## src/rtl/apb_fabric_n.sv

```systemverilog
// APB interconnect: one bridge master fanned out to NUM_SLV slaves with BASE/MASK decode,
// default-slave error for unmapped addresses, ACCESS-phase timeout and first-error capture.

module apb_fabric_n_dec #(
    parameter int              AW   = 32,
    parameter logic [AW-1:0]   BASE = '0,
    parameter logic [AW-1:0]   MASK = '0
) (
    input  logic [AW-1:0] paddr,
    output logic          hit
);
    assign hit = ((paddr & MASK) == BASE);
endmodule

module apb_fabric_n #(
    parameter int                     NUM_SLV     = 4,
    parameter int                     AW          = 32,
    parameter int                     DW          = 32,
    parameter logic [NUM_SLV*AW-1:0]  SLV_BASE    = {4{32'h0}},
    parameter logic [NUM_SLV*AW-1:0]  SLV_MASK    = {4{32'hF000_0000}},
    parameter int                     TIMEOUT_CYC = 255,
    parameter int                     TO_W        = 8
) (
    input  logic                   PCLK,
    input  logic                   rst,
    input  logic                   PSEL,
    input  logic [AW-1:0]          PADDR,
    input  logic                   PENABLE,
    input  logic                   PWRITE,
    input  logic [DW-1:0]          PWDATA,
    input  logic [DW/8-1:0]        PSTRB,
    output logic [DW-1:0]          PRDATA,
    output logic                   PREADY,
    output logic                   PSLVERR,
    output logic [NUM_SLV-1:0]     s_psel,
    output logic                   s_penable,
    output logic [AW-1:0]          s_paddr,
    output logic                   s_pwrite,
    output logic [DW-1:0]          s_pwdata,
    output logic [DW/8-1:0]        s_pstrb,
    input  logic [NUM_SLV*DW-1:0]  s_prdata,
    input  logic [NUM_SLV-1:0]     s_pready,
    input  logic [NUM_SLV-1:0]     s_pslverr,
    input  logic                   err_clr,
    output logic                   err_valid,
    output logic [AW-1:0]          err_addr,
    output logic [1:0]             err_code,
    output logic                   err_write
);
    localparam logic [1:0] ST_IDLE   = 2'd0;
    localparam logic [1:0] ST_SETUP  = 2'd1;
    localparam logic [1:0] ST_ACCESS = 2'd2;

    localparam bit              TO_EN   = (TIMEOUT_CYC != 0);
    localparam logic [TO_W-1:0] TO_LAST = TO_W'(TIMEOUT_CYC - 1);
    localparam logic [TO_W-1:0] TO_ONE  = {{(TO_W-1){1'b0}}, 1'b1};

    localparam logic [1:0] CODE_UNMAP = 2'b01;
    localparam logic [1:0] CODE_TO    = 2'b10;
    localparam logic [1:0] CODE_SLV   = 2'b11;

    logic [1:0]         state_q, state_d, phase;
    logic [NUM_SLV-1:0] hit, dec_oh, sel_q;
    logic               miss, miss_q;
    logic [TO_W-1:0]    to_cnt;
    logic               access, slv_rdy, slv_err, to_fire, err_ev;
    logic [DW-1:0]      slv_rdata;
    logic [1:0]         ev_code;

    assign s_paddr  = PADDR;
    assign s_pwrite = PWRITE;
    assign s_pwdata = PWDATA;
    assign s_pstrb  = PSTRB;

    for (genvar i = 0; i < NUM_SLV; i++) begin : g_dec
        apb_fabric_n_dec #(
            .AW  (AW),
            .BASE(SLV_BASE[i*AW +: AW]),
            .MASK(SLV_MASK[i*AW +: AW])
        ) u_dec (
            .paddr(PADDR),
            .hit  (hit[i])
        );
    end

    // Lowest index wins on overlapping windows.
    always_comb begin
        dec_oh = '0;
        for (int i = NUM_SLV - 1; i >= 0; i--) begin
            if (hit[i]) dec_oh = NUM_SLV'(1) << i;
        end
    end
    assign miss = ~|hit;

    // SETUP is resolved from the live master inputs so the slave sees its select during
    // the master's setup cycle; only ACCESS is held in the state register.
    always_comb begin
        phase = ST_IDLE;
        if (rst)                        phase = ST_IDLE;
        else if (state_q == ST_ACCESS)  phase = ST_ACCESS;
        else if (PSEL && !PENABLE)      phase = ST_SETUP;
    end

    assign access = (phase == ST_ACCESS) && PSEL;

    always_comb begin
        slv_rdy   = 1'b0;
        slv_err   = 1'b0;
        slv_rdata = '0;
        for (int i = 0; i < NUM_SLV; i++) begin
            slv_rdy   = slv_rdy   | (sel_q[i] & s_pready[i]);
            slv_err   = slv_err   | (sel_q[i] & s_pslverr[i]);
            slv_rdata = slv_rdata | (s_prdata[i*DW +: DW] & {DW{sel_q[i]}});
        end
    end

    // A slave ready in the expiry cycle takes precedence over the timeout.
    assign to_fire = access && !miss_q && TO_EN && !slv_rdy && (to_cnt == TO_LAST);

    always_comb begin
        s_psel    = '0;
        s_penable = 1'b0;
        PREADY    = 1'b0;
        PSLVERR   = 1'b0;
        PRDATA    = '0;
        if (phase == ST_SETUP) begin
            s_psel = dec_oh;
        end else if (access) begin
            if (miss_q || to_fire) begin
                PREADY  = 1'b1;
                PSLVERR = 1'b1;
            end else begin
                s_psel    = sel_q;
                s_penable = PENABLE;
                PREADY    = slv_rdy;
                PSLVERR   = slv_err;
                PRDATA    = slv_rdata;
            end
        end
    end

    always_comb begin
        state_d = ST_IDLE;
        case (phase)
            ST_SETUP:  state_d = ST_ACCESS;
            ST_ACCESS: state_d = (PSEL && !PREADY) ? ST_ACCESS : ST_IDLE;
            default:   state_d = ST_IDLE;
        endcase
    end

    always_ff @(posedge PCLK or posedge rst) begin
        if (rst) begin
            state_q <= ST_IDLE;
            sel_q   <= '0;
            miss_q  <= 1'b0;
            to_cnt  <= '0;
        end else begin
            state_q <= state_d;
            if (phase == ST_SETUP) begin
                sel_q  <= dec_oh;
                miss_q <= miss;
                to_cnt <= '0;
            end else if (access && !miss_q && !slv_rdy && TO_EN) begin
                to_cnt <= to_cnt + TO_ONE;
            end
        end
    end

    assign err_ev  = access && PREADY && PSLVERR;
    assign ev_code = miss_q ? CODE_UNMAP : (to_fire ? CODE_TO : CODE_SLV);

    // A clear coincident with a new error still captures that error.
    always_ff @(posedge PCLK or posedge rst) begin
        if (rst) begin
            err_valid <= 1'b0;
            err_addr  <= '0;
            err_code  <= 2'b00;
            err_write <= 1'b0;
        end else if (err_ev && (!err_valid || err_clr)) begin
            err_valid <= 1'b1;
            err_addr  <= PADDR;
            err_code  <= ev_code;
            err_write <= PWRITE;
        end else if (err_clr) begin
            err_valid <= 1'b0;
        end
    end
endmodule

```

## config.mk

```make
export PLATFORM = sky130hd
export DESIGN_NAME = apb_fabric_n
export DESIGN_NICKNAME = d
export VERILOG_FILES = /design/src/rtl/apb_fabric_n.sv
export SDC_FILE = /design/constraint.sdc
export NUM_CORES = 1
export LEC_CHECK = 0
export CAP_MARGIN = 20
export CORE_AREA = 5 5 134 136
export CTS_BUF_LIST = sky130_fd_sc_hd__clkbuf_8
export CTS_CLUSTER_SIZE = 16
export DETAILED_ROUTE_END_ITERATION = 10
export DIE_AREA = 0 0 139 141
export GPL_TIMING_DRIVEN = 0
export SYNTH_ARGS = -nofsm -noshare
export SYNTH_HDL_FRONTEND = slang
export SYNTH_SLANG_ARGS = --single-unit
```

## constraint.sdc

```tcl
create_clock -name PCLK -period 1.9 [get_ports PCLK]
set_input_delay 0.19 -clock PCLK [delete_from_list [all_inputs] [get_ports PCLK]]
set_output_delay 0.19 -clock PCLK [all_outputs]
set_load 0.03 [all_outputs]
```

# Word level (Yosys, flattened, before mapping)
# Cells that the tools add are included.
# Widths: inputs -> output; s select.
[op_classes]
n_addsub = 1
n_mul = 0
div = 0
n_lt_le_gt_ge = 0
eq_ne = 4
shift = 0
muxes = 27
bitwise_logic = 21
n_reduce_logical = 20
[ops]
columns = ["cell", "n"]
rows = [
  ["$and 32x32->32", 4],
  ["$mux 32", 3],
  ["$or 32x32->32", 3],
  ["$logic_not 32->1", 1],
  ["$mux 8", 2],
  ["$mux 1", 14],
  ["$mux 4", 3],
  ["$logic_and 1x1->1", 9],
  ["$add 8x1->8 const B", 1],
  ["$and 1x1->1", 8],
  ["$eq 8x8->1 const B", 1],
  ["$mux 2", 4],
  ["$logic_not 1->1", 6],
  ["$or 1x1->1", 6],
  ["$eq 2x2->1 const B", 2],
  ["$pmux 2 s2", 1],
  ["$reduce_bool 2->1", 2],
  ["$eq 2x1->1 const B", 1],
  ["$logic_or 1x1->1", 2],
]
[totals]
reg_bits = 51
latch_bits = 0
ram_bits = 0
romBits = 0
word_cells = 81
memories = 0

# Longest topological paths before layout
[logic_depth]
ltp_word = 18
mapped_depth = 7
mapped_depth_nobuf = 7

# By module
# From an unflattened synthesis, not the netlist that was laid out.
[unflattened]
hier_cells = 486
area_unflattened_um2 = 4207.8
[by_module_without_submodules]
columns = ["mod", "n_inst", "cells_per_inst", "area_each_um2", "seq_area_each_um2"]
rows = [
  ["apb_fabric_n", 1, 482, 4157.7, 1251.2],
  ["apb_fabric_n_dec", 4, 1, 12.5, 0.0],
]

# Worst setup path before layout
# OpenSTA, ideal clock, no wires.
[synth_path]
path_type = "in2out"
start = "input port rst"
end = "output port s_psel[0]"
t_arrival_ps = 1965
required_time_ps = 1710
slack_ps = -255
path_stages = 4
cell_sequence = "inv_1 -> and3_1 -> clkbuf_1 -> a21o_1"
[synth_via]
elab_chain_len = 10
[synth_lines]
columns = ["element", "line", "text"]
rows = [
  ["from (decl)", "25", "input logic rst,"],
  ["$mux 2 *", "99", "if (rst) phase = ST_IDLE;"],
  ["$eq 2x2->1", "104", "assign access = (phase == ST_ACCESS) && PSEL;"],
  ["$logic_and 1x1->1", "104", ""],
  ["$logic_and 1x1->1 (3 in a row)", "118", "assign to_fire = access && !miss_q && TO_EN && !slv_rdy && (to_cnt == TO_LAST);"],
  ["$logic_or 1x1->1", "129", "if (miss_q || to_fire) begin"],
  ["$mux 4", "129", ""],
  ["$mux 4", "128", "end else if (access) begin"],
  ["$mux 4 *", "126", "if (phase == ST_SETUP) begin"],
  ["to (decl)", "35", "output logic [NUM_SLV-1:0] s_psel,"],
]
# Every way passes the cells marked *; elsewhere a longest branch is shown, timed or not.

# Worst setup path in the final report
[layout_path]
start = "register to_cnt[0]"
end = "output port s_psel[0]"
[layout_via]
elab_chain_len = 6
[layout_lines]
columns = ["element", "line", "text"]
rows = [
  ["from (decl)", "65", "logic [TO_W-1:0] to_cnt;"],
  ["from (signal assigned)", "164", "to_cnt <= to_cnt + TO_ONE;"],
  ["$eq 8x8->1", "118", ""],
  ["$logic_and 1x1->1", "118", ""],
  ["$logic_or 1x1->1", "129", ""],
  ["$mux 4", "129", ""],
  ["$mux 4", "128", ""],
  ["$mux 4", "126", ""],
]
# Every way passes these cells.

==> flow_summary_export.csv <==
group,metric,value,unit
pwr,ir_drop,0.298,mV
pwr,power,4.04,mW
clock_tree,path_clk_slew,0.09,ns
final_layout,layout_common_cells,"clkdlybuf4s50_1 (175), buf_4 (79), dfrtp_1 (46), buf_6 (40), mux2_4 (29)",
pwr,intPower,2.62,mW
final_layout,drive_above_1_share,42.5,%
outcome,outcome,"finished, violations left",
sta,maxSlewViolCount,0,
clock_tree,cts_buffers,5,
logic_synthesis,synth_cells,261,
sta,max_freq,463,MHz
sta,min_period,2.16,ns
clock_tree,htreeDepth,2,
setup_path,arrival,1.97,ns
drt,drcViolationCount,0,
pwr,p_leak,2.65,nW
sta,finalSetupViolations,34,
global_routing,overflow,0,
final_layout,design_area,0.00577,mm2
drt,vias,2698,
pwr,power_frac_clock,17.7,%
global_routing,grt_max_degree,25,
pwr,powerDensity,701,mW/mm2
final_layout,area_growth,99.7,%
final_layout,fillers,1677,
clock_tree,cts.sinks,47,
floorplanning,die_area,0.0196,mm2
global_routing,grt_pass1_vias,2890,
floorplanning,core_area,0.0168,mm2
sta,worst_pin_slew,0.599,ns
placement,placed_area,0.00530,mm2
sta,fin_ws,-0.262,ns
floorplanning,row_count,48,
clock_tree,cts_tree,"built",
sta,rsz0062_at_grt,"yes",
clock_tree,cts_max_path_buffers,2,
logic_synthesis,yosysUniqueCellTypes,41,
final_layout,fin_nets,709,
logic_synthesis,postSynthAreaPerCell,11.1,um2
setup_path,cp_max_fo,5,
sta,skew,0.0104,ns
job,maxCapViolCount,0,
setup_path,ff2ff_setup_slack,0.06,ns
placement,dp_hpwl,7.89,mm
pwr,combPwrFrac,48.6,%
sta,finalHoldViolations,0,
logic_synthesis,synth_seq_cells,47,
final_layout,layout_commonest_cell,"clkdlybuf4s50_1",
logic_synthesis,synth_area,0.00289,mm2
pwr,p_sw_share,35.1,%
sta,slew_headroom,59.8,%
floorplanning,dieWidth,139,um
setup_path,r2r_cells,9,
setup_path,path_class,"reg2out",
global_routing,track_usage,9.73,%
setup_path,end_kind,"output port",
drt,viasPerCell,3.74,
drt,first_iter_violations,36,
global_routing,antenna_found_initial,2,
global_routing,grt_pass1_wl,15.3,mm
clock_tree,clock_latency,0.30,ns
pwr,p_switching,1.42,mW
placement,portBuffers,212,
floorplanning,pin_count,354,
outcome,violations,"negative setup slack",
floorplanning,start_util,17.2,%
drt,ant_nets,0,
sta,finalSetupTns,-7.58,ns
setup_path,critPathLaunchType,"register",
final_layout,antennaDiodeCount,0,
drt,wirelength,10.2,mm
setup_path,required,1.71,ns
drt,drt_pass1_iterations,4,
logic_synthesis,yosysWarnings,0,
min_path,hp-class,"in2async",
setup_path,rr_endpoint,"err_addr[24]$_DFFE_PP0P_",
logic_synthesis,async_reset_ff_share,100,%
logic_synthesis,dominantRegCellSynth,"dfrtp_1",
setup_path,r2r_start,"to_cnt[0]$_DFFE_PP0P_",
clock_tree,root_buffer,"clkbuf_8",
logic_synthesis,yosysSeqAreaShare,40.7,%
placement,place.gp.congestion,0.789,
logic_synthesis,synth_edf_count,0,
drt,wl_per_cell,14.2,um
sta,post-route-period-util,114,%
pwr,power_frac_seq,33.8,%
floorplanning,dieHeight,141,um
==> layer usage <==
metal | wire, um | vias up | GRT usage (%)
met5 | 25 | - | 0
met4 | 112 | 4 | 2.94
met3 | 1150 | 11 | 4.31
met2 | 4890 | 183 | 16.7
met1 | 4050 | 1232 | 10.9
li1 | - | 1268 | -
==> how the worst max path moves through the flow <==
stage / startpoint / to / depth (start not counted)
2_1_floorplan: rst / s_psel[0] / 4
3_3_place_gp: rst / s_psel[0] / 6
3_5_place_dp: rst / s_psel[0] / 6
4_1_cts: to_cnt[0]$_DFFE_PP0P_ / PRDATA[22] / 8
5_1_grt: to_cnt[0]$_DFFE_PP0P_ / PRDATA[28] / 8
6_report: to_cnt[0]$_DFFE_PP0P_ / s_psel[0] / 8
==> what timing repair did <==
item,in CTS,in global routing
hold buffers,0,0
setup endpoints to repair,47,65
pin swaps,32,4
cloned,6,1
resized for setup,300,12
buffers inserted,4,4
==> registers in the layout, indices dropped and copies added, names as in the netlist <==
name / flops
err_addr: 32
err_code: 2
err_valid: 1
err_write: 1
miss_q: 1
sel_q: 1
state_q: 1
to_cnt: 8
==> worst max-delay path, cell delays in order, from the launching register on <==
cell,delay [ns]
dfrtp_1,0.40
inv_1,0.06
ha_2,0.16
nand3_2,0.07
or2_4,0.26
o211a_4,0.28
buf_6,0.14
a21o_1,0.16
buf_6,0.14
==> area by class of cell <==
type                    instances  area (um2)  area share, %
plain buffers                  79         634           11.0
clock buffers                   5        68.8           1.19
clock inverters                 2        33.8          0.586
inverters                       3        15.0          0.260
multi-input cells             135        1250           21.7
flip-flops and latches         47        1180           20.4
well taps                     225         282           4.88
repair buffers                224        2290           39.8
repair inverters                2        12.5          0.217
==> power by group through the flow <==
| stage | Clock (mW) | Sequential (mW) | Combinational (mW) |
|---|---|---|---|
| final | 0.714 | 1.36 | 1.96 |
| after global routing | 0.787 | 1.39 | 2.05 |
| after CTS | 0.749 | 1.36 | 1.97 |
| after global placement | 0 | 1.38 | 1.94 |
| after detailed placement | 0 | 1.38 | 1.95 |
| after floorplan | 0 | 1.83 | 0.635 |
==> metrics by stage <==
step | util [%] | cells | hold WS [ns] | setup slack (ns)
final | 34.3 | 722 | 0.202 | -0.262
after global routing | 34.3 | 722 | 0.223 | -0.359
after CTS | 33.7 | 717 | 0.177 | -0.309
after detailed placement | 31.5 | 700 | 0.493 | -1.45
after global placement | 31.5 | 700 | 0.487 | -1.42
after floorplan | - | 263 | 0.220 | 0.107
==> cells in the mapped netlist (2+ instances only) <==
library cell | instances | area [um2]
buf_4 | 72 | 541
dfrtp_1 | 47 | 1180
and2_1 | 32 | 200
mux2_4 | 29 | 435
nand2_1 | 12 | 45.0
nand3_1 | 7 | 35.0
nor2_1 | 7 | 26.3
a21oi_1 | 4 | 20.0
mux2_2 | 4 | 45.0
buf_6 | 3 | 33.8
clkbuf_1 | 3 | 11.3
inv_1 | 3 | 11.3
mux2i_1 | 3 | 30.0
o21ai_0 | 3 | 15.0
a21o_1 | 2 | 15.0
and3_1 | 2 | 12.5
ha_1 | 2 | 25.0
nand4_1 | 2 | 12.5
nor4_1 | 2 | 12.5
==> cells by family after synthesis <==
logic type               Yosys count  share of synthesized area (%)
AO/OA/AOI/OAI                     17                           4.03
AND/OR/NAND/NOR                   74                           15.2
XOR/XNOR                           2                          0.606
buffers and inverters             82                           20.8
other                              1                          0.130
adder cells (fa/ha/maj)            2                          0.866
multiplexers                      36                           17.7
flip-flops                        47                           40.7
Note: power is estimated with default switching activity, not from simulation.
==> variant, RTL diff (same flow settings) <==
Put one more register stage on the output `err_addr`, without a reset. The value now appears one clock later. The other outputs are not delayed to match.
--- a/src/rtl/apb_fabric_n.sv
+++ b/src/rtl/apb_fabric_n.sv
@@ -58,6 +58,8 @@
     localparam logic [1:0] CODE_UNMAP = 2'b01;
     localparam logic [1:0] CODE_TO    = 2'b10;
     localparam logic [1:0] CODE_SLV   = 2'b11;
+
+    logic [AW-1:0] err_addr_s0;
 
     logic [1:0]         state_q, state_d, phase;
     logic [NUM_SLV-1:0] hit, dec_oh, sel_q;
@@ -173,17 +175,21 @@
     always_ff @(posedge PCLK or posedge rst) begin
         if (rst) begin
             err_valid <= 1'b0;
-            err_addr  <= '0;
+            err_addr_s0 <= '0;
             err_code  <= 2'b00;
             err_write <= 1'b0;
         end else if (err_ev && (!err_valid || err_clr)) begin
             err_valid <= 1'b1;
-            err_addr  <= PADDR;
+            err_addr_s0 <= PADDR;
             err_code  <= ev_code;
             err_write <= PWRITE;
         end else if (err_clr) begin
             err_valid <= 1'b0;
         end
     end
+    always_ff @(posedge PCLK) begin
+        err_addr <= err_addr_s0;
+    end
+
 endmodule
 
Formal check against the unedited RTL: not equivalent (Yosys sat finds a counterexample within 4 cycles, from zero or initial values and one cycle with rst high).
==> variant against the unedited design <==
  * The run still ends with setup timing left
  * Sequential cell count grew 32
  * Synthesized area grew 21%
  * Setup slack lost 0.085 ns
  * Synthesized cell count grew 11%
  * Design area grew 13%
  * Clock skew grew 0.0080 ns
  * Power grew 40%
  * Wire length grew 9.3%
  * Critical endpoint is now PRDATA[16]
  * Largest power group is now sequential cells
==> variant: results (changes against the unedited design) <==
----------------------------------------------------
[Synthesis]
  Post-synthesis sequential area ratio ... 0.5176 (+0.1105)
  Share of flip-flops with an asynchronous set or reset ... 0.5949 (-0.4051)
  Post-Synthesis Cells ... 289 (+11%)
  Most area-consuming cells after synthesis ... sky130_fd_sc_hd__dfrtp_1, sky130_fd_sc_hd__dfxtp_1, sky130_fd_sc_hd__buf_4, sky130_fd_sc_hd__mux2_4, sky130_fd_sc_hd__and2_1
  Leading cell types by count after synthesis ... sky130_fd_sc_hd__buf_4, sky130_fd_sc_hd__dfrtp_1, sky130_fd_sc_hd__and2_1, sky130_fd_sc_hd__dfxtp_1, sky130_fd_sc_hd__mux2_4

[Routing]
  Vias post-DR ... 2910 (+7.9%)
  DRC violation total after the first TritonRoute iteration ... 47 (+31%)
  Highest layer used for signal routing ... met4
  Total length of routed met3 wires ... 1.289 mm (+12%)
  Total routed wire length on the met1 layer ... 3.779 mm (-6.6%)

[Power]
  Highest ir drop seen on vdd ... 0.3761 mV (+26%)
  Switching component of the power ... 1.765 mW (+25%)
  P_leak ... 2.978 nW (+13%)

[Global route]
  Vias in the first global route ... 3233 (+12%)

[Placed design]
  Placed Cells incl. Taps ... 729 (+4.1%)
  Area of placed instances ... 5947 sq um (+12%)
  Placement-stage worst setup slack ... -1.279 ns (+0.1735 ns)

[Status]
  Result of the run ... finished, violations left
  Failing checks ... setup timing

[Setup path]
  Worst-case register-to-register setup slack ... -0.08 ns (-0.14 ns)
  Capture point of the critical path ... PRDATA[16]
  Worst reg2reg path endpoint ... err_addr_s0[12]
  Delay-heaviest family, CP ... simple AND/OR/NAND/NOR gates
  Worst R2R Path Depth ... 8 (-1)

[Timing]
  Maximum clock skew at final layout ... 0.01840 ns (+0.008032 ns)
  Final number of setup-violating endpoints ... 69 (+100%)
  Worst hold slack ... 0.1188 ns (-0.08290 ns)
  Post-route worst setup slack ... -0.3463 ns (-0.08456 ns)
  Worst slew margin ... 0.5585 (-0.03993)

[CTS]
  TritonCTS buffer count ... 9 (+4)
  CTS H-tree lvls ... 3 (+1)
  Post-CTS Setup Repair Bufs ... 14 (+10)
  Later-pin clock latency in the skew report ... 0.35 ns (+0.05 ns)
  Cts repair resizes ... 283 (-5.7%)

[Final layout]
  Filler-free cell count of the finished design ... 763 (+5.7%)
  Registers with the most flip-flops ... err_addr x32, err_addr_s0 x32, to_cnt x8
  Number of nets in the layout ... 745 (+5.1%)

----------------------------------------------------
## variant: cell count changes in the layout (fill, tap and decap cells not counted), moves of 3 or more
| cell | delta |
|---|---|
| sky130_fd_sc_hd__inv_1 | +5 |
| sky130_fd_sc_hd__xnor2_1 | +3 |
| sky130_fd_sc_hd__nand3_1 | -5 |
| sky130_fd_sc_hd__and2_4 | -4 |
| sky130_fd_sc_hd__o21ai_0 | -3 |
| sky130_fd_sc_hd__buf_8 | +3 |
| sky130_fd_sc_hd__buf_4 | +11 |
| sky130_fd_sc_hd__dfxtp_1 | +32 |
| sky130_fd_sc_hd__and2_1 | +4 |
| sky130_fd_sc_hd__nor2_1 | +6 |
| sky130_fd_sc_hd__nand2_1 | -6 |
## variant: power by group through the flow
stage	Sequential [mW]	Combinational, mW	Clock [mW]
finish	2.29	2.01	1.37
global route	2.36	2.10	1.51
CTS	2.30	2.04	1.43
detailed placement	2.34	2.00	0
global placement	2.32	1.98	0
floorplan	2.79	0.648	0
## variant: routing by layer
| layer | GRT usage | vias to the layer above |
|---|---|---|
| met5 | 0 | - |
| met4 | 0.05046 | 0 |
| met3 | 0.05699 | 21 |
| met2 | 0.1971 | 189 |
| met1 | 0.09975 | 1339 |
| li1 | - | 1361 |
## variant: cell families after synthesis
kind of cell,count (synthesis),synth area share
buf+inv,86,0.1754
fa+ha+maj,2,0.007129
xor+xnor,5,0.01248
compound gates,13,0.02745
other cells,1,0.001068
flops,79,0.5176
simple gates,67,0.1141
mux,36,0.1447
## variant: final cells by class
type	count	area [sq um]
multi-input cells	126	1212
inverters	7	26.28
repair buffers	233	2351
clock inverters	7	96.34
flip-flops and latches	79	1818
fillers	1604	10300
plain buffers	77	606.8
well taps	225	281.5
clock buffers	9	123.9
